==> src/rtl/prog_ctr_seq_pkg.sv <==
// Shared types and default widths for the program-counter sequencer.
// Imported by the interface, the next-PC calculator and the top.
package prog_ctr_seq_pkg;

    typedef enum logic [1:0] {
        IDLE = 2'd0,
        RUN  = 2'd1,
        HALT = 2'd2
    } pc_state_t;

    localparam int PC_W_DEF   = 10;
    localparam int OFF_W_DEF  = 8;
    localparam int CNT_W_DEF  = 16;
    localparam bit BR_ABS_DEF = 1'b0;

endpackage

==> src/rtl/prog_ctr_seq_if.sv <==
// Control/status bundle between the decoder side and the PC sequencer.
// The slave modport is the sequencer; the master modport is whoever drives it.
interface prog_ctr_seq_if
    import prog_ctr_seq_pkg::*;
#(
    parameter int PC_W  = PC_W_DEF,
    parameter int OFF_W = OFF_W_DEF,
    parameter int CNT_W = CNT_W_DEF
);
    logic             Start;
    logic [PC_W-1:0]  StartAddr;
    logic             Stall;
    logic             BranchOnEq;
    logic             BranchOnNe;
    logic             Ack;
    logic             EqFlag;
    logic [OFF_W-1:0] BrTarget;
    logic [PC_W-1:0]  InstrAddr;
    logic             Running;
    logic             Done;
    logic [CNT_W-1:0] InstrCount;

    modport master (
        output Start, StartAddr, Stall,
        output BranchOnEq, BranchOnNe,
        output Ack, EqFlag, BrTarget,
        input  InstrAddr, Running, Done,
        input  InstrCount
    );

    modport slave (
        input  Start, StartAddr, Stall,
        input  BranchOnEq, BranchOnNe,
        input  Ack, EqFlag, BrTarget,
        output InstrAddr, Running, Done,
        output InstrCount
    );

endinterface

==> src/rtl/prog_ctr_seq_pc_next_calc.sv <==
// Combinational next-PC: increment, relative or absolute branch.
// All arithmetic wraps modulo 2^PC_W.
module prog_ctr_seq_pc_next_calc
    import prog_ctr_seq_pkg::*;
#(
    parameter int PC_W   = PC_W_DEF,
    parameter int OFF_W  = OFF_W_DEF,
    parameter bit BR_ABS = BR_ABS_DEF
) (
    input  logic [PC_W-1:0]  pc,
    input  logic             taken,
    input  logic [OFF_W-1:0] br_target,
    output logic [PC_W-1:0]  pc_next
);

    logic [PC_W-1:0] off_sext;
    logic [PC_W-1:0] off_zext;
    logic [PC_W-1:0] br_pc;

    assign off_sext = PC_W'($signed(br_target));
    assign off_zext = PC_W'(br_target);

    assign br_pc = BR_ABS ? off_zext : pc + off_sext;

    assign pc_next = taken ? br_pc : pc + PC_W'(1);

endmodule

==> src/rtl/prog_ctr_seq.sv <==
// PC sequencer: IDLE/RUN/HALT FSM, program counter and
// saturating retired-instruction counter.
module prog_ctr_seq
    import prog_ctr_seq_pkg::*;
#(
    parameter int PC_W   = PC_W_DEF,
    parameter int OFF_W  = OFF_W_DEF,
    parameter int CNT_W  = CNT_W_DEF,
    parameter bit BR_ABS = BR_ABS_DEF
) (
    input logic          Clk,
    input logic          Reset,
    prog_ctr_seq_if.slave bus
);

    pc_state_t        state;
    logic [PC_W-1:0]  pc;
    logic [PC_W-1:0]  pc_nxt;
    logic [CNT_W-1:0] cnt;
    logic [CNT_W-1:0] cnt_inc;
    logic             taken;
    logic             running;
    logic             done;

    // Both branch bits set is an illegal decode; it falls out as taken.
    assign taken = (bus.BranchOnEq & bus.EqFlag)
                 | (bus.BranchOnNe & ~bus.EqFlag);

    assign cnt_inc = (cnt == '1) ? cnt : cnt + CNT_W'(1);

    prog_ctr_seq_pc_next_calc #(
        .PC_W   (PC_W),
        .OFF_W  (OFF_W),
        .BR_ABS (BR_ABS)
    ) u_next (
        .pc        (pc),
        .taken     (taken),
        .br_target (bus.BrTarget),
        .pc_next   (pc_nxt)
    );

    always_ff @(posedge Clk or negedge Reset) begin
        if (!Reset) begin
            state   <= IDLE;
            pc      <= '0;
            cnt     <= '0;
            running <= 1'b0;
            done    <= 1'b0;
        end else if (bus.Start) begin
            state   <= RUN;
            pc      <= bus.StartAddr;
            cnt     <= '0;
            running <= 1'b1;
            done    <= 1'b0;
        end else begin
            unique case (state)
                RUN: begin
                    if (bus.Stall) begin
                        state <= RUN;
                    end else if (bus.Ack) begin
                        state   <= HALT;
                        cnt     <= cnt_inc;
                        running <= 1'b0;
                        done    <= 1'b1;
                    end else begin
                        pc  <= pc_nxt;
                        cnt <= cnt_inc;
                    end
                end
                HALT: begin
                    state <= HALT;
                end
                default: begin
                    state <= IDLE;
                end
            endcase
        end
    end

    assign bus.InstrAddr  = pc;
    assign bus.Running    = running;
    assign bus.Done       = done;
    assign bus.InstrCount = cnt;

endmodule

==> src/flat_wrapper.sv <==
// flat-port wrapper written by rule: the top's interface ports become plain ports
module prog_ctr_seq_flat import prog_ctr_seq_pkg::*;
#(
    parameter int PC_W   = PC_W_DEF,
    parameter int OFF_W  = OFF_W_DEF,
    parameter int CNT_W  = CNT_W_DEF,
    parameter bit BR_ABS = BR_ABS_DEF
)
  (Clk, Reset, bus_Start, bus_StartAddr, bus_Stall, bus_BranchOnEq, bus_BranchOnNe, bus_Ack, bus_EqFlag, bus_BrTarget, bus_InstrAddr, bus_Running, bus_Done, bus_InstrCount);
  prog_ctr_seq_if #(.PC_W(PC_W), .OFF_W(OFF_W), .CNT_W(CNT_W)) bus_i ();
  input logic Clk;
  input logic Reset;
  input wire logic [$bits(bus_i.Start)-1:0] bus_Start;
  input wire logic [$bits(bus_i.StartAddr)-1:0] bus_StartAddr;
  input wire logic [$bits(bus_i.Stall)-1:0] bus_Stall;
  input wire logic [$bits(bus_i.BranchOnEq)-1:0] bus_BranchOnEq;
  input wire logic [$bits(bus_i.BranchOnNe)-1:0] bus_BranchOnNe;
  input wire logic [$bits(bus_i.Ack)-1:0] bus_Ack;
  input wire logic [$bits(bus_i.EqFlag)-1:0] bus_EqFlag;
  input wire logic [$bits(bus_i.BrTarget)-1:0] bus_BrTarget;
  output wire logic [$bits(bus_i.InstrAddr)-1:0] bus_InstrAddr;
  output wire logic [$bits(bus_i.Running)-1:0] bus_Running;
  output wire logic [$bits(bus_i.Done)-1:0] bus_Done;
  output wire logic [$bits(bus_i.InstrCount)-1:0] bus_InstrCount;
  assign bus_i.Start = bus_Start;
  assign bus_i.StartAddr = bus_StartAddr;
  assign bus_i.Stall = bus_Stall;
  assign bus_i.BranchOnEq = bus_BranchOnEq;
  assign bus_i.BranchOnNe = bus_BranchOnNe;
  assign bus_i.Ack = bus_Ack;
  assign bus_i.EqFlag = bus_EqFlag;
  assign bus_i.BrTarget = bus_BrTarget;
  assign bus_InstrAddr = bus_i.InstrAddr;
  assign bus_Running = bus_i.Running;
  assign bus_Done = bus_i.Done;
  assign bus_InstrCount = bus_i.InstrCount;
  prog_ctr_seq #(.PC_W(PC_W), .OFF_W(OFF_W), .CNT_W(CNT_W), .BR_ABS(BR_ABS)) u_core (.Clk(Clk), .Reset(Reset), .bus(bus_i));
endmodule
==> config.mk <==
export PLATFORM = sky130hd
export DESIGN_NAME = prog_ctr_seq_flat
export DESIGN_NICKNAME = d
export VERILOG_FILES = /design/src/rtl/prog_ctr_seq_pkg.sv /design/src/rtl/prog_ctr_seq_if.sv /design/src/rtl/prog_ctr_seq_pc_next_calc.sv /design/src/rtl/prog_ctr_seq.sv /design/src/flat_wrapper.sv
export SDC_FILE = /design/constraint.sdc
export NUM_CORES = 1
export LEC_CHECK = 0
export ABC_CLOCK_PERIOD_IN_PS = 2450
export CORE_ASPECT_RATIO = 2
export CORE_MARGIN = 3
export CORE_UTILIZATION = 48
export CTS_BUF_LIST = sky130_fd_sc_hd__clkbuf_8 sky130_fd_sc_hd__clkbuf_16
export DETAILED_ROUTE_END_ITERATION = 12
export PLACE_DENSITY_LB_ADDON = 0.25
export SKIP_LAST_GASP = 1
export SLEW_MARGIN = 20
export SYNTH_ARGS = -nofsm -noshare
export SYNTH_HDL_FRONTEND = slang
export SYNTH_HIERARCHICAL = 1
export SYNTH_SLANG_ARGS = --single-unit
==> constraint.sdc <==
create_clock -name Clk -period 2.45 [get_ports Clk]
set_input_delay 0.49 -clock Clk [delete_from_list [all_inputs] [get_ports Clk]]
set_output_delay 0.49 -clock Clk [all_outputs]
set_load 0.03 [all_outputs]
==> reports/results.ini <==
[placement]
gp_congestion = 0.875
numPortBuffers = 53
dp_hpwl_mm = 3.83
place_ws_ps = -562
place_inst = 332

[route]
first_pass_iters = 4
num_vias = 1945
routedWlPerCell_um = 15.3
ant_nets = 0
drcViolationCount = 0
drtIter0Drc = 27
wl_mm = 5.29
viasPerCell = 5.62

[floorplanning]
core_area_sq_um = 3880
die_y_um = 96.3
die_x_um = 51.2
ios = 54
rows = 32
start_util_pct = 50.4
dieArea_sq_um = 4930

[synth]
ys_async_sr_fraction_pct = 100
syn_nets = 256
syn_area_per_cell_sq_um = 9.02
ys_types = 37
synth-seq-area-share_pct = 38.4
synth_top_area_share_pct = 38.4
synth_commonest_cells = 30 x a21oi_1, 30 x dfrtp_1, 20 x nor2_1
synth_edf_count = 0
synth-warning-count = 6
yosys.area.top_type = dfrtp_1
synth.area.top_cells = dfrtp_1 38%, a21oi_1 7.7%, ha_1 7.7%
netlist_instances = 217
ys_ff_latch = 30
synth_ff_type = dfrtp_1
syn-cell-area_sq_um = 1960

[timing]
hold_viol_final = 0
period_share_pct = 96.7
rsz0062_at_grt = false
finClkSkew_ps = 7.69
worstMarginPinSlew_ps = 553
timing.slew.headroom_pct = 62.9
fmax_ghz = 0.422
drv_slew = 0
post-route-min-period_ps = 2370
fin_ws_ps = 81.6
finalSetupViolations = 0

[setup_path]
worstReg2RegEnd = u_core/bus.InstrCount[15]
cp.required_ps = 2650
r2r_setup_slack_ps = 540
r2r_cells = 6
cp-end-kind = register
r2r-start = u_core/state[1]
arrival_ps = 2570
worst_setup_path_start_kind = primary input
critical_path_class = primary input to register
crit_fanout = 8

[run]
max_cap_violations = 0

[grt]
grt-ovfl-total = 0
grt_pass1_vias = 1898
grt_pass1_wl_mm = 8.45
grt_max_degree = 31
grt_antenna_before_repair = 0
grt_usage_pct = 22.8

[clocking]
clock_latency_ps = 280
cts_tree = yes
cts-buffers-inserted = 5
cts-root-buf = clkbuf_8
clk_pin_slew_worst_paths_ps = 70
cts_hold_buf = 0
clk_path_buf_depth = 2
clock_sinks = 30
htreeDepth = 2

[min_path]
hold_start = u_core/bus.Running
hold_path_class = register to register
min_path_cells = 1
hold_end = u_core/bus.Running

[final_layout]
syn2layout_area_growth_pct = 51.9
register_area_sq_um = 751
layout-drive-gt1-share_pct = 20.0
layout.cells.non_filler = 346
insertedDiodeCount = 0
n_fill_cell = 295
fin_nets = 333
multi_input_area_sq_um = 1310

[pwr]
p_leak_nw = 1.26
max-vdd-ir-drop_mv = 0.640
p_per_area_nw_per_um2 = 765

[status]
status = finished clean

-- cell type report --
class                   instances  share of cell area [%]
multi-input cells             169                    44.1
inverters                      11                    1.39
clock buffers                   6                    2.78
flip-flops and latches         30                    25.3
clock inverters                 2                   0.295
well taps                      51                    2.15
repair buffers                 77                    24.0
-- cell usage in the layout (no fill, tap or decap), types with 3 or more instances in the layout --
cell type and n:
clkdlybuf4s50_1 50, a21o_1 6, buf_4 24, and2_1 3, dfrtp_1 30, mux2i_1 11
or3_1 8, nand3_1 10, clkbuf_8 6, or4_1 5, nand4_1 4, and2_4 4
nand2_1 10, ha_1 4, xor2_1 3, xnor2_1 7, inv_1 11, o31ai_1 5
ha_4 6, nor2_1 20, a21oi_1 27, o21ai_0 9
-- routing by layer --
layer / track usage [%] / up-vias / wire length [um]
met2: 45.3 / 62 / 3000
met1: 21.2 / 926 / 1900
met5: 0 / - / 0
li1: - / 938 / -
met3: 3.26 / 19 / 206
met4: 12.4 / 0 / 186
-- metrics by stage --
step / setup TNS (ps) / total power [mW] / instance area [sq um] / util [%] / hold slack (ps)
5_1_grt: 0 / 2.40 / 2970 / 76.5 / 501
3_5_place_dp: -3480 / 1.64 / 2660 / 68.5 / 474
2_1_floorplan: 0 / 1.24 / 1960 / - / 194
4_1_cts: 0 / 2.17 / 2860 / 73.7 / 488
3_3_place_gp: -3170 / 1.63 / 2660 / 68.5 / 486
6_report: 0 / 2.27 / 2970 / 76.5 / 486
-- worst max path at each step --
| stage | from | end | slack (ps) |
|---|---|---|---|
| 2_1_floorplan | bus_EqFlag | u_core/bus.InstrAddr[8] | 50 |
| 3_5_place_dp | bus_EqFlag | u_core/bus.InstrAddr[8] | -560 |
| 5_1_grt | bus_EqFlag | u_core/bus.InstrAddr[8] | 0.6 |
| 4_1_cts | bus_BranchOnNe | u_core/bus.InstrAddr[8] | 4 |
| 6_report | bus_EqFlag | u_core/bus.InstrAddr[8] | 80 |
| 3_3_place_gp | bus_EqFlag | u_core/bus.InstrAddr[7] | -520 |
-- repair_timing --
| action | 4_1_cts | 5_1_grt |
|---|---|---|
| resized for setup | 20 | 12 |
| cloned | 0 | 0 |
| buffers inserted | 2 | 4 |
| pin swaps | 11 | 14 |
| setup endpoints to repair | 6 | 6 |
-- cell families (layout without fill, tap and decap cells) --
kind of cell,after synthesis,after routing,share of synthesized area [%]
and+or+nand+nor,75,75,20.2
muxes,12,12,6.20
adders and majority gates,13,13,8.70
AOI/OAI and AO/OA,58,58,18.1
xor gates and xnor gates,11,11,4.92
DFF,30,30,38.4
buffers and inverters,18,96,3.52
-- worst max-delay path: stages --
cell and delay (ps):
dlygate4sd2_1 240, mux2_4 360, and2_4 190, ha_4 210, a21o_1 200, a21o_1 200, a221oi_2 300, xnor2_1 150
mux2i_1 80, a21oi_1 140
-- where the power goes --
part | total [mW] | switching [mW] | internal, mW | leakage [nW]
Combinational | 1.21 | 0.596 | 0.611 | 0.824
Sequential | 0.659 | 0.0933 | 0.566 | 0.381
Clock | 0.407 | 0.185 | 0.222 | 0.0524
Total | 2.27 | 0.875 | 1.40 | 1.26
-- flip-flops by register name, summed over array words and instances, names as in the netlist --
register,cells
u_core/bus.Done,1
u_core/bus.InstrAddr,10
u_core/bus.InstrCount,16
u_core/bus.Running,1
u_core/state,2
Note: power is estimated with default switching activity, not from simulation.
